<file path="src/rtl/wash_pkg.sv">
// Shared definitions for the washing-machine sequencer: phase encodings,
// key codes and the helper that turns a configured duration into the value
// loaded into the 8-bit seconds counter.
package wash_pkg;

    localparam logic [2:0] ST_IDLE  = 3'd0;
    localparam logic [2:0] ST_SEL   = 3'd1;
    localparam logic [2:0] ST_FILL  = 3'd2;
    localparam logic [2:0] ST_WASH  = 3'd3;
    localparam logic [2:0] ST_DRAIN = 3'd4;
    localparam logic [2:0] ST_RINSE = 3'd5;
    localparam logic [2:0] ST_SPIN  = 3'd6;
    localparam logic [2:0] ST_DONE  = 3'd7;

    localparam logic [2:0] KEY_NONE   = 3'd0;
    localparam logic [2:0] KEY_START  = 3'd1;
    localparam logic [2:0] KEY_LOW    = 3'd2;
    localparam logic [2:0] KEY_HIGH   = 3'd3;
    localparam logic [2:0] KEY_PAUSE  = 3'd4;
    localparam logic [2:0] KEY_RESUME = 3'd5;

    // A zero duration still has to last one tick, and anything beyond the
    // counter range saturates at 255 seconds.
    function automatic logic [7:0] dur8(input int t);
        if (t <= 0)
            return 8'd1;
        else if (t > 255)
            return 8'd255;
        else
            return t[7:0];
    endfunction

endpackage

</file>
<file path="src/rtl/wash_ctrl_sec_tick.sv">
// One-second prescaler. Counts 0..DIV-1 while enabled and flags the last
// count as the tick; a clear restarts the second from zero.
module sec_tick #(
    parameter int DIV = 20000000
) (
    input  logic CLK,
    input  logic RST_N,
    input  logic clr,
    input  logic en,
    output logic tick
);
    localparam int W = (DIV > 1) ? $clog2(DIV) : 1;
    localparam logic [W-1:0] LAST = W'(DIV - 1);

    logic [W-1:0] cnt;

    assign tick = en && (cnt == LAST);

    // Prescaler count: clear wins, otherwise advance and wrap while enabled.
    always_ff @(posedge CLK or negedge RST_N) begin
        if (!RST_N)
            cnt <= '0;
        else if (clr)
            cnt <= '0;
        else if (en)
            cnt <= tick ? '0 : cnt + 1'b1;
    end

endmodule

</file>
<file path="src/rtl/wash_ctrl.sv">
// Washing-machine program sequencer: level select, fill, wash, drain,
// optional rinse loops, spin and done, driven by key-code change events.
// phase exports the state register directly for display and debug.
module wash_ctrl
    import wash_pkg::*;
#(
    parameter int TICK_DIV  = 20000000,
    parameter int T_SEL     = 3,
    parameter int T_FILL_LO = 10,
    parameter int T_FILL_HI = 20,
    parameter int T_WASH    = 60,
    parameter int T_RINSE   = 30,
    parameter int T_DRAIN   = 15,
    parameter int T_SPIN    = 40,
    parameter int T_DONE    = 5,
    parameter int RINSE_CNT = 2
) (
    input  logic       CLK,
    input  logic       RST_N,
    input  logic [2:0] key_value,
    output logic       valve_in,
    output logic       valve_out,
    output logic       motor_wash,
    output logic       motor_spin,
    output logic       paused,
    output logic       done,
    output logic       level_hi,
    output logic [2:0] phase,
    output logic [7:0] remain_sec
);
    localparam logic [7:0] D_SEL     = dur8(T_SEL);
    localparam logic [7:0] D_FILL_LO = dur8(T_FILL_LO);
    localparam logic [7:0] D_FILL_HI = dur8(T_FILL_HI);
    localparam logic [7:0] D_WASH    = dur8(T_WASH);
    localparam logic [7:0] D_RINSE   = dur8(T_RINSE);
    localparam logic [7:0] D_DRAIN   = dur8(T_DRAIN);
    localparam logic [7:0] D_SPIN    = dur8(T_SPIN);
    localparam logic [7:0] D_DONE    = dur8(T_DONE);
    localparam logic [1:0] RCNT      = (RINSE_CNT < 0) ? 2'd0 :
                                       (RINSE_CNT > 3) ? 2'd3 : 2'(RINSE_CNT);

    logic [2:0] state, n_state, key_d;
    logic [1:0] rinse_left, n_rleft;
    logic       rinse_phase, n_rphase, sel_seen, n_seen, n_paused, n_level;
    logic [7:0] n_remain, fill_dur;
    logic       ev, abort_ev, pause_ev, resume_ev, pausable, running;
    logic       restart, tick, pre_clr, pre_en;

    assign ev        = (key_value != key_d);
    assign pausable  = (state >= ST_FILL) && (state <= ST_SPIN);
    assign abort_ev  = ev && (key_value == KEY_NONE);
    assign pause_ev  = ev && (key_value == KEY_PAUSE) && pausable && !paused;
    assign resume_ev = ev && (key_value == KEY_RESUME) && paused;
    assign running   = (state >= ST_FILL) || ((state == ST_SEL) && sel_seen);
    assign fill_dur  = level_hi ? D_FILL_HI : D_FILL_LO;

    // The prescaler restarts with every phase, and holds on the pause edge,
    // while paused and on the resume edge so timing picks up where it stopped.
    assign pre_clr = (n_state != state) || restart || (state == ST_IDLE);
    assign pre_en  = running && !paused && !pause_ev;

    sec_tick #(.DIV(TICK_DIV)) u_tick (
        .CLK   (CLK),
        .RST_N (RST_N),
        .clr   (pre_clr),
        .en    (pre_en),
        .tick  (tick)
    );

    // Next-state logic; priority is abort, then pause/resume, then timing.
    always_comb begin
        n_state  = state;
        n_paused = paused;
        n_level  = level_hi;
        n_remain = remain_sec;
        n_rleft  = rinse_left;
        n_rphase = rinse_phase;
        n_seen   = sel_seen;
        restart  = 1'b0;
        if (abort_ev) begin
            n_state  = ST_IDLE;
            n_paused = 1'b0;
            n_level  = 1'b0;
            n_remain = 8'd0;
            n_rleft  = 2'd0;
            n_rphase = 1'b0;
            n_seen   = 1'b0;
        end else if (pause_ev) begin
            n_paused = 1'b1;
        end else if (resume_ev) begin
            n_paused = 1'b0;
        end else begin
            case (state)
                ST_IDLE: begin
                    if (ev && (key_value == KEY_START)) begin
                        n_state  = ST_SEL;
                        n_level  = 1'b0;
                        n_remain = 8'd0;
                        n_seen   = 1'b0;
                    end
                end
                ST_SEL: begin
                    if (ev && ((key_value == KEY_LOW) || (key_value == KEY_HIGH))) begin
                        n_level  = (key_value == KEY_HIGH);
                        n_remain = D_SEL;
                        n_seen   = 1'b1;
                        restart  = 1'b1;
                    end else if (tick) begin
                        if (remain_sec <= 8'd1) begin
                            n_state  = ST_FILL;
                            n_remain = fill_dur;
                            n_rleft  = RCNT;
                            n_rphase = 1'b0;
                        end else begin
                            n_remain = remain_sec - 8'd1;
                        end
                    end
                end
                default: begin
                    if (tick) begin
                        if (remain_sec > 8'd1) begin
                            n_remain = remain_sec - 8'd1;
                        end else begin
                            case (state)
                                ST_FILL: begin
                                    n_state  = rinse_phase ? ST_RINSE : ST_WASH;
                                    n_remain = rinse_phase ? D_RINSE : D_WASH;
                                end
                                ST_WASH, ST_RINSE: begin
                                    n_state  = ST_DRAIN;
                                    n_remain = D_DRAIN;
                                end
                                ST_DRAIN: begin
                                    if (rinse_left != 2'd0) begin
                                        n_state  = ST_FILL;
                                        n_remain = fill_dur;
                                        n_rleft  = rinse_left - 2'd1;
                                        n_rphase = 1'b1;
                                    end else begin
                                        n_state  = ST_SPIN;
                                        n_remain = D_SPIN;
                                    end
                                end
                                ST_SPIN: begin
                                    n_state  = ST_DONE;
                                    n_remain = D_DONE;
                                end
                                default: begin
                                    // DONE finished: IDLE shows all-zero outputs.
                                    n_state  = ST_IDLE;
                                    n_remain = 8'd0;
                                    n_level  = 1'b0;
                                    n_rphase = 1'b0;
                                    n_seen   = 1'b0;
                                end
                            endcase
                        end
                    end
                end
            endcase
        end
    end

    // Program state registers, including the key history used for events.
    always_ff @(posedge CLK or negedge RST_N) begin
        if (!RST_N) begin
            state       <= ST_IDLE;
            key_d       <= KEY_NONE;
            paused      <= 1'b0;
            level_hi    <= 1'b0;
            remain_sec  <= 8'd0;
            rinse_left  <= 2'd0;
            rinse_phase <= 1'b0;
            sel_seen    <= 1'b0;
        end else begin
            state       <= n_state;
            key_d       <= key_value;
            paused      <= n_paused;
            level_hi    <= n_level;
            remain_sec  <= n_remain;
            rinse_left  <= n_rleft;
            rinse_phase <= n_rphase;
            sel_seen    <= n_seen;
        end
    end

    // Actuators follow the registered phase and are all off while paused,
    // so only one group is ever active and the two valves never overlap.
    assign valve_in   = (state == ST_FILL) && !paused;
    assign valve_out  = ((state == ST_DRAIN) || (state == ST_SPIN)) && !paused;
    assign motor_wash = ((state == ST_WASH) || (state == ST_RINSE)) && !paused;
    assign motor_spin = (state == ST_SPIN) && !paused;
    assign done       = (state == ST_DONE);
    assign phase      = state;

endmodule

</file>
<file path="config.mk">
export PLATFORM = sky130hd
export DESIGN_NAME = wash_ctrl
export DESIGN_NICKNAME = d
export VERILOG_FILES = /design/src/rtl/wash_pkg.sv /design/src/rtl/wash_ctrl_sec_tick.sv /design/src/rtl/wash_ctrl.sv
export SDC_FILE = /design/constraint.sdc
export NUM_CORES = 1
export LEC_CHECK = 0
export CORE_MARGIN = 5
export CORE_UTILIZATION = 40
export CTS_CLUSTER_DIAMETER = 60
export DETAILED_ROUTE_END_ITERATION = 10
export SLEW_MARGIN = 20
export SYNTH_ARGS = -nofsm -noshare
export SYNTH_HDL_FRONTEND = slang
export SYNTH_SLANG_ARGS = --single-unit
</file>
<file path="constraint.sdc">
create_clock -name CLK -period 2.9 [get_ports CLK]
set_input_delay 0.435 -clock CLK [delete_from_list [all_inputs] [get_ports CLK]]
set_output_delay 0.435 -clock CLK [all_outputs]
set_load 0.03 [all_outputs]
</file>
[Word-level counts from Yosys, hierarchy flattened]
Index checks and enable logic that the tools add are counted.
Cells by class
  add/sub/neg operators: 3
  multipliers: 0
  div/mod/pow operators: 0
  magnitude comparators: 4
  equal/unequal tests: 28
  shift-type cells: 0
  muxes and demuxes: 74
  bitwise logic cells: 0
  reduce and logical (&&, ||, !) cells: 41
Operators with widths (count)
  $mux W25: 3
  $mux W8: 9
  $mux W3: 11
  $mux W1: 29
  $add A25 B1 Y25 const B: 1
  $eq A25 B25 Y1 const B: 1
  $pmux W6 S4: 1
  $mux W2: 10
  $eq A3 B3 Y1 const B: 6
  $reduce_and A9 Y1: 2
  $logic_and A1 B1 Y1: 17
  $pmux W8 S2: 1
  $eq A3 B2 Y1 const B: 4
  $mux W6: 2
  $pmux W3 S4: 1
  $ne A3 B2 Y1 const B: 3
  $reduce_bool A3 Y1: 3
  $gt A8 B1 Y1 const B: 1
  $le A8 B1 Y1 const B: 1
  $ne A4 B4 Y1 const B: 2
  $pmux W1 S2: 4
  $sub A8 B1 Y8 const B: 1
  $reduce_and A7 Y1: 1
  $eq A3 B1 Y1 const B: 2
  21 further kinds: 34
Storage, ports and cells
  bits in registers: 45
  latch bits: 0
  RAM bits: 0
  memory bits (read-only): 0
  input port bits: 5
  output and inout port bits: 18
  word-level logic and storage cells: 159
  memories: 0

[Depth between registers and ports, before layout]
  depth after elaboration: 17
  gate-level depth with buffers: 9
  mapped depth without buffers: 8

[By module]
Synthesis repeated with hierarchy kept, for this count alone.
Second synthesis, totals
  cell total of the unflattened synthesis: 384
  area total of the unflattened synthesis: 3111.7 µm²
Modules (own cells, without submodules)
  wash_ctrl: instances 1, cells each 219, area each 1664.1 µm², sequential area each 500.5 µm²
  sec_tick: instances 1, cells each 165, area each 1447.6 µm², sequential area each 625.6 µm²

[Worst setup path after synthesis]
No wires, ideal clock.
  kind: flip-flop to output port
  start point: reg state[0], in the netlist phase[0]
  end point: out motor_spin
  arrival time: 2.212 ns
  data required time: 2.465 ns
  path slack: 0.253 ns
  cell stages (with the launch flop): 6
  path buffers: 3
  cells stage by stage: dfrtp_1 > clkbuf_1 > clkbuf_1 > buf_1 > nor3_1 > and2_1
On the way
  longest elaborated chain between the ends: 2
Ends and longest elaborated chain
  start, declared: line wash_ctrl.sv:42  | logic [2:0] state, n_state, key_d;
  start signal, assigned: line wash_ctrl.sv:176  | state <= n_state;
  $eq A3 B3 Y1: line wash_ctrl.sv:192  | assign motor_spin = (state == ST_SPIN) && !paused;
  $logic_and A1 B1 Y1: line wash_ctrl.sv:192
  end, declared: line wash_ctrl.sv:24  | output logic motor_spin,
Every way passes these cells.

[Worst setup path after layout]
  start point: reg state[2], in the netlist phase[2]
  end point: out motor_spin
The elaborated chain is that of the path after synthesis.

==> flow_summary.ini <==
[status]
status = complete, no violations

[layout]
stdcell_count = 478
antenna-diode-count = 0
nets = 387
areaGrowthSynthToFinish_pct = 15.7
drive_gt1_frac = 0.0976
fill_cells = 729
regArea_sq_um = 1130
multi_input_area_sq_um = 1730

[critical_path]
worst_path_max_delay_cell = clkdlybuf4s50_1
ff2ff_path_depth = 6
crit_arrival_ns = 2.27
cp_max_fo = 15
path_buf_inv = 2
start_kind = register
cp_cell_sequence = inv_1 -> nor3_1 -> and2_1 -> clkdlybuf4s50_1
critPathKind = register to primary output
crit_required_ns = 2.47
cpLargestDelayFamily = buffers and inverters
cp_num_cells = 4
cpPeakStageDelay_ns = 0.66
cp-end-kind = primary output

[grt]
gr-total-overflow = 0
grt_pass1_vias = 2546
grt_max_degree = 46
grt_antenna_before_repair = 0
grt_pass1_wl_microns = 12400
grtUsageTotal = 0.168

[cts]
numCtsBuffers = 5
cts.htree.levels = 2
ctsRootBufferMaster = clkbuf_8
post_cts_buffers = 0
tritoncts = built
hold_buffers = 0
clkTransAtPathRegs_ns = 0.09
insertion_delay_ns = 0.30
cts.path.max_buffers = 2
cts.sinks = 45
cts_resized = 0

[placed_design]
hpwl_microns = 5510
place_inst = 470
place_congestion = 0.891
numPortBuffers = 22

[power_and_ir_drop]
internal_power_uw = 861
vdd.ir_drop.worst_uv = 179
switchingPower_uw = 314
power_frac_comb = 0.125
switching_share = 0.267
power_density_nw_per_um2 = 341
p_leak_uw = 0.00127
p_seq_frac = 0.547
p_clk_frac = 0.328

[job]
maxCapViolations = 0

[die]
ioPinCount = 23
die_w_microns = 96.3
start_util = 0.411
die_h_microns = 96.3
dieArea_sq_um = 9270
num_rows = 31
core-area_sq_um = 7250

[routing]
first_pass_iters = 5
drt-initial-drc-count = 136
num_vias = 2801
wl_per_cell_microns = 16.0
viasPerCell = 5.86
drc_errors = 0
ant_nets = 0
routed_wl_microns = 7650

[synthesis]
synthesis.area_sq_um = 2980
avgSynthCellArea_sq_um = 8.54
synth_enable_flop_cells = 0
synthFlopType = dfrtp_1
yosysSeqAreaShare = 0.378
synthArstFlopShare = 1.00
synth_fp_nets = 358
yosysWarnings = 0
synth_cells = 349
synth-seq-cells = 45
synth_cell_types = 64

[timing]
slew_headroom = 0.606
worst_pin_slew_ns = 0.590
setup_viol = 0
tns_ns = 0
drv_slew = 0
fin_crit_sh = 0.932
rsz0062_at_grt = no
fin_skew_ns = 0.0100
period_needed_ns = 2.70
final_hold_viol_count = 0
max_freq_mhz = 370

[worst_hold_path]
hold_class = input port to async pin
state kept, by name (all words and copies together) (netlist names):
register     cells
phase            3
rinse_left       2
rinse_phase      1
remain_sec       8
u_tick.cnt      25
paused           1
key_d            3
level_hi         1
sel_seen         1
cell type report:
cell class | count | area share
flip-flops and latches | 45 | 0.327
multi-input cells | 273 | 0.501
well taps | 99 | 0.0359
repair buffers | 37 | 0.0958
clock buffers | 8 | 0.0232
inverters | 16 | 0.0174
per-layer routing:
metal	share of wire	GRT usage	vias up
li1	-	-	1340
met1	0.45	0.219	1362
met5	0	0	-
met2	0.48	0.283	85
met4	0.014	0.0526	0
met3	0.060	0.0313	14
worst paths after layout:
| check | slack (ns) | endpoint | from |
|---|---|---|---|
| worst max register to register | 0.43 | u_tick.cnt[7]$_DFFE_PN0P_ | phase[2]$_DFF_PN0_ |
| worst max-delay path | 0.20 | motor_spin | phase[2]$_DFF_PN0_ |
| worst min register to register | 0.48 | rinse_left[1]$_DFFE_PN0P_ | rinse_left[1]$_DFFE_PN0P_ |
| min in group CLK | 0.48 | rinse_left[1]$_DFFE_PN0P_ | rinse_left[1]$_DFFE_PN0P_ |
| worst min-delay path | 0.12 | remain_sec[3]$_DFFE_PN0P_ | RST_N |
| max in group asynchronous | 2.38 | u_tick.cnt[10]$_DFFE_PN0P_ | RST_N |
power groups by stage:
| stage | clock network, uW | registers [uW] | logic, uW |
|---|---|---|---|
| after CTS | 399 | 642 | 148 |
| final | 385 | 642 | 147 |
| after global placement | 0 | 654 | 147 |
| after detailed placement | 0 | 655 | 147 |
| after global routing | 429 | 644 | 162 |
| after floorplan | 0 | 661 | 79.7 |
cell usage after synthesis, types with 4 or more instances:
library cell / number / area, sq um
nand4_1: 8 / 50.1
o31ai_1: 7 / 52.6
nor3_1: 19 / 95.1
a21oi_1: 17 / 85.1
xnor2_1: 13 / 114
nor2_1: 45 / 169
dfrtp_1: 45 / 1130
or2_2: 4 / 25.0
nand3_1: 22 / 110
buf_2: 5 / 25.0
clkbuf_1: 6 / 22.5
nand2_1: 27 / 101
and3_1: 6 / 37.5
o22ai_1: 4 / 25.0
xor2_1: 11 / 96.3
o21ai_0: 13 / 65.1
inv_1: 16 / 60.1
ha_1: 4 / 50.1
nor4b_1: 5 / 43.8
cell usage in the layout, fill, tap and decap left out, types with 11 or more instances in the layout:
cell and count:
nand2_1 27, nor2_1 45, inv_1 16, nand3_1 22, o21ai_0 13, clkdlybuf4s50_1 21, xnor2_1 13, dfrtp_1 45
a21oi_1 17, xor2_1 11, nor3_1 19, buf_4 16
logic make-up after synthesis:
group,Yosys count,synth area share
buf+inv,31,0.0424
mux,3,0.0101
xor+xnor,24,0.0706
compound gates,78,0.190
fa+ha+maj,4,0.0168
flops,45,0.378
simple gates,164,0.292
through the flow:
step	power, uW	hold slack, ns	utilization	setup slack (ns)	instance area [sq um]
final	1170	0.118	0.475	0.196	3450
after global routing	1230	0.177	0.475	0.0194	3450
after CTS	1190	0.346	0.475	0.207	3440
after detailed placement	802	0.467	0.464	0.0815	3360
after global placement	801	0.453	0.464	0.0912	3360
after floorplan	740	0.139	-	0.253	2980
Note: power is estimated with default switching activity, not from simulation.
